<file path="src/rtl/config_stream_pkg.sv">
// Shared types and default marker words for the configuration-stream deserialiser.
package config_stream_pkg;

    typedef enum logic [1:0] {
        ST_HUNT    = 2'd0,
        ST_PAYLOAD = 2'd1,
        ST_DONE    = 2'd2
    } state_e;

    localparam logic [15:0] DEF_SYNC_WORD = 16'hFAB2;
    localparam logic [15:0] DEF_END_WORD  = 16'hFAB3;

endpackage

</file>
<file path="src/rtl/config_timeout_cnt.sv">
// Idle-timeout down-counter: loads TIMEOUT, decrements while enabled, flags the cycle it reaches zero.
module config_timeout_cnt #(
    parameter int TIMEOUT = 49
) (
    input  logic clk,
    input  logic reset,
    input  logic i_load,
    input  logic i_dec,
    output logic o_expire
);
    localparam int CW = $clog2(TIMEOUT + 1);

    logic [CW-1:0] r_count;

    always_ff @(posedge clk or posedge reset) begin
        if (reset) begin
            r_count <= CW'(TIMEOUT);
        end else if (i_load) begin
            r_count <= CW'(TIMEOUT);
        end else if (i_dec && (r_count != '0)) begin
            r_count <= r_count - CW'(1);
        end
    end

    // Expire on the decrement that lands on zero, so the owner leaves HUNT on that same edge.
    assign o_expire = i_dec && (r_count <= CW'(1));

endmodule

</file>
<file path="src/rtl/config_stream_deser.sv">
// Serial config-stream deserialiser: hunts for SYNC_WORD, collects DATA_W payload bits, stops on END_WORD or idle timeout.
// Define CONFIG_PARITY_EN to expect one odd-parity bit after every payload.
module config_stream_deser
    import config_stream_pkg::*;
#(
    parameter int                DATA_W    = 32,
    parameter int                SYNC_W    = 16,
    parameter logic [SYNC_W-1:0] SYNC_WORD = DEF_SYNC_WORD,
    parameter logic [SYNC_W-1:0] END_WORD  = DEF_END_WORD,
    parameter int                TIMEOUT   = 49,
    parameter int                CNT_W     = 16
) (
    input  logic              clk,
    input  logic              reset,
    input  logic              data_in,
    input  logic              data_valid,
    output logic [DATA_W-1:0] data_out,
    output logic              strobe,
    output logic              finished,
    output logic [CNT_W-1:0]  frame_count,
    output logic              error
);
`ifdef CONFIG_PARITY_EN
    localparam int FRAME_BITS = DATA_W + 1;
`else
    localparam int FRAME_BITS = DATA_W;
`endif
    localparam int HIST_W    = FRAME_BITS - 1;
    localparam int BIT_CNT_W = $clog2(FRAME_BITS);

    state_e               r_state;
    state_e               w_state_next;
    logic [SYNC_W-2:0]    r_window;
    logic [SYNC_W-1:0]    w_window_next;
    logic [HIST_W-1:0]    r_payload;
    logic [DATA_W-1:0]    w_payload_final;
    logic [BIT_CNT_W-1:0] r_bit_cnt;
    logic [DATA_W-1:0]    r_data_out;
    logic                 r_strobe;
    logic [CNT_W-1:0]     r_frame_count;
    logic                 w_sync_hit;
    logic                 w_end_hit;
    logic                 w_last_bit;
    logic                 w_par_ok;
    logic                 w_frame_ok;
    logic                 w_expire;

    // Only SYNC_W-1 history bits are stored; the incoming bit completes the window.
    assign w_window_next = {r_window, data_in};
    assign w_sync_hit    = (r_state == ST_HUNT) && data_valid && (w_window_next == SYNC_WORD);
    assign w_end_hit     = (r_state == ST_HUNT) && data_valid && (w_window_next == END_WORD);
    assign w_last_bit    = (r_state == ST_PAYLOAD) && data_valid
                           && (r_bit_cnt == BIT_CNT_W'(FRAME_BITS - 1));
    assign w_frame_ok    = w_last_bit && w_par_ok;

    config_timeout_cnt #(
        .TIMEOUT (TIMEOUT)
    ) u_timeout (
        .clk      (clk),
        .reset    (reset),
        .i_load   (w_frame_ok),
        .i_dec    (r_state == ST_HUNT),
        .o_expire (w_expire)
    );

    always_ff @(posedge clk or posedge reset) begin
        // NOTE: sequential state uses <= so every flop samples pre-edge values regardless of statement order.
        if (reset) r_state <= ST_HUNT;
        else       r_state <= w_state_next;
    end

    always_comb begin
        // NOTE: default first so every path assigns w_state_next and no latch is inferred.
        w_state_next = r_state;
        case (r_state)
            ST_HUNT: begin
                if (w_end_hit || w_expire) w_state_next = ST_DONE;
                else if (w_sync_hit)       w_state_next = ST_PAYLOAD;
            end
            ST_PAYLOAD: if (w_last_bit) w_state_next = ST_HUNT;
            ST_DONE:    w_state_next = ST_DONE;
            default:    w_state_next = ST_HUNT;
        endcase
    end

    always_ff @(posedge clk or posedge reset) begin
        if (reset) begin
            r_window      <= '0;
            r_payload     <= '0;
            r_bit_cnt     <= '0;
            r_data_out    <= '0;
            r_strobe      <= 1'b0;
            r_frame_count <= '0;
        end else begin
            r_strobe <= w_frame_ok;
            if (w_frame_ok) begin
                r_data_out <= w_payload_final;
                if (r_frame_count != '1) r_frame_count <= r_frame_count + 1'b1;
            end
            // Window clears after a payload so no marker can straddle the frame boundary.
            if ((r_state == ST_HUNT) && data_valid) r_window <= w_window_next[SYNC_W-2:0];
            else if (w_last_bit)                    r_window <= '0;
            if (w_sync_hit) begin
                r_bit_cnt <= '0;
            end else if ((r_state == ST_PAYLOAD) && data_valid) begin
                r_bit_cnt <= w_last_bit ? '0 : r_bit_cnt + 1'b1;
                if (!w_last_bit) r_payload <= {r_payload[HIST_W-2:0], data_in};
            end
        end
    end

`ifdef CONFIG_PARITY_EN
    logic r_parity;
    logic r_error;

    always_ff @(posedge clk or posedge reset) begin
        if (reset) begin
            r_parity <= 1'b0;
            r_error  <= 1'b0;
        end else begin
            if (w_sync_hit) r_parity <= 1'b0;
            else if ((r_state == ST_PAYLOAD) && data_valid && !w_last_bit)
                r_parity <= r_parity ^ data_in;
            if (w_last_bit && !w_par_ok) r_error <= 1'b1;
        end
    end

    // Odd parity: payload ones plus the parity bit must be odd.
    assign w_par_ok        = r_parity ^ data_in;
    assign w_payload_final = r_payload;
    assign error           = r_error;
`else
    assign w_par_ok        = 1'b1;
    assign w_payload_final = {r_payload, data_in};
    assign error           = 1'b0;
`endif

    assign data_out    = r_data_out;
    assign strobe      = r_strobe;
    assign finished    = (r_state == ST_DONE);
    assign frame_count = r_frame_count;

endmodule
</file>
<file path="config.mk">
export PLATFORM = sky130hd
export DESIGN_NAME = config_stream_deser
export DESIGN_NICKNAME = d
export VERILOG_FILES = /design/src/rtl/config_stream_pkg.sv /design/src/rtl/config_timeout_cnt.sv /design/src/rtl/config_stream_deser.sv
export SDC_FILE = /design/constraint.sdc
export NUM_CORES = 1
export LEC_CHECK = 0
export BUFFER_PORTS_ARGS = -buffer_cell sky130_fd_sc_hd__buf_4
export CORE_MARGIN = 3
export CORE_UTILIZATION = 35
export DETAILED_ROUTE_END_ITERATION = 16
export SLEW_MARGIN = 25
export SYNTH_ARGS = -nofsm -noshare
export SYNTH_HDL_FRONTEND = slang
export SYNTH_SLANG_ARGS = --single-unit
</file>
<file path="constraint.sdc">
create_clock -name clk -period 6.97 [get_ports clk]
set_input_delay 1.394 -clock clk [delete_from_list [all_inputs] [get_ports clk]]
set_output_delay 1.394 -clock clk [all_outputs]
set_load 0.01 [all_outputs]
</file>
# Word level (Yosys, flattened, before mapping)
# Index checks and enable logic that the tools add are counted.
totals:
  register_bits: 108
  output_inout_bits: 51
  word_cells: 49
op_classes:
  add_sub_neg: 3
  order_cmp: 1
  eq_ne: 8
  mux: 11
  bitwise: 2
  reduce_logical: 16
ops:
  columns: ["op", "count"]
  rows:
  - ["$eq 16x16->1 const B", 2]
  - ["$mux 15", 2]
  - ["$add 16x1->16 const B", 1]
  - ["$ne 16x16->1 const B", 1]
  - ["$mux 5", 3]
  - ["$mux 6", 2]
  - ["$logic_and 1x1->1", 7]
  - ["$le 6x1->1 const B", 1]
  - ["$mux 2", 3]
  - ["$pmux 2 s3", 1]
  - ["$reduce_bool 2->1", 3]
  - ["$reduce_bool 6->1", 1]
  - ["$sub 6x1->6 const B", 1]
  - ["$add 5x1->5 const B", 1]
  - ["$eq 5x5->1 const B", 1]
  - ["$reduce_and 2->1", 2]
  - ["$ne 3x3->1 const B", 1]
  - ["$reduce_and 3->1", 1]
  - ["$eq 2x1->1 const B", 1]
  - ["$eq 2x2->1 const B", 1]
  - ["$logic_not 2->1", 1]
  - ["$ne 2x2->1 const B", 1]
  - ["$not 1->1", 2]
  - ["$logic_or 1x1->1", 1]

# Longest topological paths before layout
logic_depth:
  ltp_word: 6
  depth_mapped: 9
  mapped_depth_nobuf: 7

# Cells and area by module
# From an unflattened synthesis, not the netlist that was laid out.
hier_totals:
  hier_cells: 391
  area_unflattened_um2: 4566.9
by_module_without_submodules:
  columns: ["module", "n_inst", "cells_per_inst", "area_per_inst_um2", "seq_area_each_um2"]
  rows:
  - ["config_stream_deser", 1, 347, 4166.5, 2552.4]
  - ["config_timeout_cnt", 1, 44, 400.4, 153.9]

# Worst setup path after synthesis
# Ideal clock, no wire load.
synth_path:
  kind: "input to register"
  from: "input data_valid"
  to: "register r_frame_count[14], in the netlist frame_count[14]"
  setup_ns: 0.079
  t_arrival_ns: 2.457
  t_required_ns: 6.891
  setup_slack_ns: 4.434
  path_stages: 5
  cell_sequence: "nand4b_1 -> buf_4 -> or3_4 -> nor4b_4 -> xor2_1"
synth_via:
  elab_chain_cells: 3
synth_rtl:
  columns: ["item", "line_no", "source"]
  rows:
  - ["start: declaration", "config_stream_deser.sv:16", "input logic data_valid,"]
  - ["$logic_and 1x1->1", "config_stream_deser.sv:52", "assign w_last_bit = (r_state == ST_PAYLOAD) && data_valid"]
  - ["$logic_and 1x1->1", "config_stream_deser.sv:53", "&& (r_bit_cnt == BIT_CNT_W'(FRAME_BITS - 1));"]
  - ["$reduce_and 2->1 (no source line)", null, null]
  - ["end signal: assignment", "config_stream_deser.sv:98", "if (r_frame_count != '1) r_frame_count <= r_frame_count + 1'b1;"]
  - ["end: declaration", "config_stream_deser.sv:40", "logic [CNT_W-1:0] r_frame_count;"]
# No other way between the ends.
# A chain may end at the register's enable or synchronous reset.

# Worst setup path in the final report
layout_path:
  from: "input data_valid"
  to: "register r_window[13]"
layout_via:
  elab_chain_cells: 3
  elab_cells_between_ends: 5
  classes_between: "1 x mux; 4 x reduce/logical"
layout_rtl:
  columns: ["item", "line_no", "source"]
  rows:
  - ["$logic_and 1x1->1", "config_stream_deser.sv:52", null]
  - ["$logic_and 1x1->1", "config_stream_deser.sv:53", null]
  - ["$reduce_bool 2->1 (no source line)", null, null]
  - ["end signal: assignment", "config_stream_deser.sv:101", "if ((r_state == ST_HUNT) && data_valid) r_window <= w_window_next[SYNC_W-2:0];"]
  - ["end: declaration", "config_stream_deser.sv:33", "logic [SYNC_W-2:0] r_window;"]
# Several ways; a longest one is shown, not always the timed one.

==> results.txt <==
----------------------------------------------------
[Outcome]
  Run status ... completed

[Clocking]
  Maximum root-to-sink buffer count ... 2
  Post-cts resize count ... 0
  Number of CTS-inserted buffers ... 9
  Post-CTS setup buffers ... 0
  Count of hold-fix buffers inserted at cts ... 0
  Number of H-tree branching levels ... 3
  Clock Pin Slew Worst Setup and Hold Paths ... 70 ps
  Clock Latency Late Sink ... 350 ps
  Clock root cell ... sky130_fd_sc_hd__clkbuf_16
  TritonCTS clock tree ... yes
  Num Clock Sinks ... roughly 110

[Setup path]
  Crit Path Max Fanout ... 47
  Crit path DAT ... 3450 ps
  Worst Setup Start Kind ... primary input
  Required time of the critical path ... 7250 ps
  Critical path capture point type ... flop
  Worst setup path category ... primary input to flop
  Reg-to-reg slack, setup ... 3900 ps

[Synth]
  Main combinational cell family by area after synthesis ... simple AND/OR/NAND/NOR gates
  Post-synthesis share of cell area spent on and, or, nand and nor gates ... 17.66%
  Post-synthesis share of cell area spent on full adders, half adders and majority gates ... 1.413%
  Area fraction in compound gates after synthesis ... 4.945%
  Ranking of synthesized cells by instance count ... sky130_fd_sc_hd__dfrtp_1 (105), sky130_fd_sc_hd__nand2_1 (105), sky130_fd_sc_hd__mux2_2 (29)
  Synthesized Nets ... 389
  Fraction of registers with async set/reset ... 100.0%
  Area share of the leading cell type in the synthesized netlist ... 59.34%
  Number of enable flip-flop cells after synthesis ... 0
  Dominant register cell in the synthesized netlist ... sky130_fd_sc_hd__dfrtp_1
  Yosys warnings ... 0
  Cell area after synthesis ... 0.004428 mm2
  Count of cell types in the netlist ... 50
  Average cell area after synthesis ... 11.65 um2
  Sequential element share of the synthesized area ... 61.12%
  Post-Syn Instances ... 380
  Flops & latches, synth ... between 100 and 150
  Synth Area in XOR/XNOR ... about 3.6%
  Mux contribution to synthesized area ... 8.844%
  Ranking of synthesized cells by area ... sky130_fd_sc_hd__dfrtp_1 (59%), sky130_fd_sc_hd__nand2_1 (8.9%), sky130_fd_sc_hd__mux2_2 (7.4%)
  Biggest area consumer among synthesized cells ... sky130_fd_sc_hd__dfrtp_1

[STA]
  Worst Clk Skew ... 10.52 ps
  Setup TNS ... 0 ps
  Worst slew slack as a fraction of its limit ... a little over a third
  Hold slack ... 475.2 ps
  Final hold violation count ... 0
  Maximum operating frequency ... 314.7 MHz
  Fin crit period ... approximately 3200 ps
  Ratio of final minimum period to clock period ... between 40% and 50%
  Setup violations, final ... 0
  RSZ-0062 raised after global routing ... no
  Number of slew-limit violations in the final report ... 0
  Transition at the pin with the smallest max-transition slack ... 967.2 ps

[Layout]
  Area added between synthesis and finish ... 19.86%
  Fill cell total of the finished layout ... ~1200
  Fraction of final layout cells with drive strength greater than 1 ... around a quarter
  Area taken by multi-input logic gates ... 0.001624 mm2
  Total Nets Final ... 439
  Non-Filler Cell Area, Final ... 0.005308 mm2
  Count of antenna diodes in the layout ... 0
  Final cell count without fillers ... 603
  Sequential Area ... 0.002706 mm2

[Power]
  Power Density ... 220.8 mW/mm2
  Maximum vdd ir drop ... 0.0001122 V
  Pleak ... 2.804 nW

[Routing]
  Post-detailed-route DRC marker count ... 0
  Count of routing violations after the opening detailed-route iteration ... roughly 90
  Number of search-and-repair iterations in the first detailed-routing pass ... 6
  Number of antenna-violating nets in the routed design ... 0
  WL/cell ... 12.97 um
  Via-per-instance ratio ... 4.781
  Detailed Route WL ... 7823 um
  Total vias in the final route ... around 2900

[Min path]
  Kind of path behind the tightest hold check ... flop to flop

[Floorplan]
  Starting density of the core ... 36.26%
  Core Area ... 0.01221 mm2
  Count of standard-cell rows ... 40
  Num ports ... 55
  Floorplan die width ... 118.5 um
  Area of the die ... 0.01404 mm2
  Vertical die dimension ... 118.5 um

[GRT]
  Wire length of the first global-routing pass ... 13530 um
  Number of global-route vias before repair ... ~2900
  Overall Global Routing Usage ... a little under an eighth
  Antenna violations before repair ... 0
  Residual overflow from global routing ... 0
  Maximum number of pins on one net before global-route repair ... 69

[Place]
  Routability Congestion ... 0.6983
  IO buf count ... 53
  Standard cell area after detailed placement ... 0.004990 mm2
  Placed cells ... 587
  HPWL after DPL ... 5107 um

[Run]
  Max_cap viols ... 0

----------------------------------------------------
critical path, cell delays in order:
cell	delay, ps
sky130_fd_sc_hd__buf_4	120
sky130_fd_sc_hd__nand4b_1	80
sky130_fd_sc_hd__buf_4	420
sky130_fd_sc_hd__inv_2	400
sky130_fd_sc_hd__nor2_1	790
sky130_fd_sc_hd__a22o_1	240
cells in the final DEF (no fill, tap or decap), drive strengths merged, types with 2 or more instances in the layout:
master  synthesis  layout
nand4           4       4
mux2           33      33
nand2         105     105
nor4b           2       2
clkbuf          4      11
nand3           9       9
xor2           14      14
or4             4       4
o21ai           3       3
clkinv          0       2
buf            13      56
a21oi           2       2
dfstp           3       3
mux2i           2       2
and4            2       2
inv             7       9
dfrtp         105     105
nor2           11      11
nor4            6       6
xnor2           4       4
or3             2       2
a22o           18      18
ha              5       5
nor3b           2       2
nor3            5       5
per-layer routing:
layer	part of all wire (%)	GRT usage, %	vias to the layer above	wire length, um
li1	-	-	1398	-
met1	48	15.33	1429	3756
met2	47	18.36	45	3642
met3	3.7	2.919	11	288
met4	1.7	5.214	0	135
met5	0	0	-	0
kinds of logic (layout without fill, tap and decap cells):
family,Yosys count,count (layout)
other cells,1,1
compound gates,28,28
buf+inv,24,79
xor+xnor,18,18
simple gates,161,161
flops,108,108
fa+ha+maj,5,5
mux,35,35
cell type report:
cell class                      instances  share of cell area, %
Sequential cell                       108                  50.99
Clock inverter                          5                  1.226
Inverter                                7                 0.5422
Tap cell                              168                  3.960
Multi-Input combinational cell        248                  30.60
Clock buffer                           11                  4.762
Timing Repair Buffer                   56                  7.921
worst paths after layout:
check | startpoint | to | cells past startpoint
max in group asynchronous | reset | u_timeout.r_count[2] | 3
max | data_valid | r_window[13] | 6
max reg2reg | r_bit_cnt[0] | r_window[13] | 8
min reg2reg | data_out[25] | data_out[25] | 2
min in group asynchronous | reset | data_out[10] | 2
min | data_out[25] | data_out[25] | 2
where the power goes:
group | internal, W | switching (W)
sequential | 0.000626 | 0
clock | 0.000302 | 0.000229
combinational | 0.00000174 | 0.0000129
total | 0.000930 | 0.000242
stage by stage:
stage | setup WS [ps] | power, W | util, %
final | 3792 | 0.001172 | 43.46
after global placement | 3477 | 0.0006540 | 40.86
after CTS | 3778 | 0.001187 | 43.46
after global routing | 3559 | 0.001211 | 43.46
after floorplan | 2735 | 0.0006486 | -
after detailed placement | 3434 | 0.0006542 | 40.86
registers in the layout, indices dropped and copies added (netlist names):
| register | cells |
|---|---|
| data_out | 32 |
| r_bit_cnt | 5 |
| r_window | 15 |
| frame_count | 16 |
| r_state | 2 |
| r_payload | 31 |
| strobe | 1 |
| u_timeout.r_count | 6 |
No activity file was read; power rests on OpenSTA's default activity.
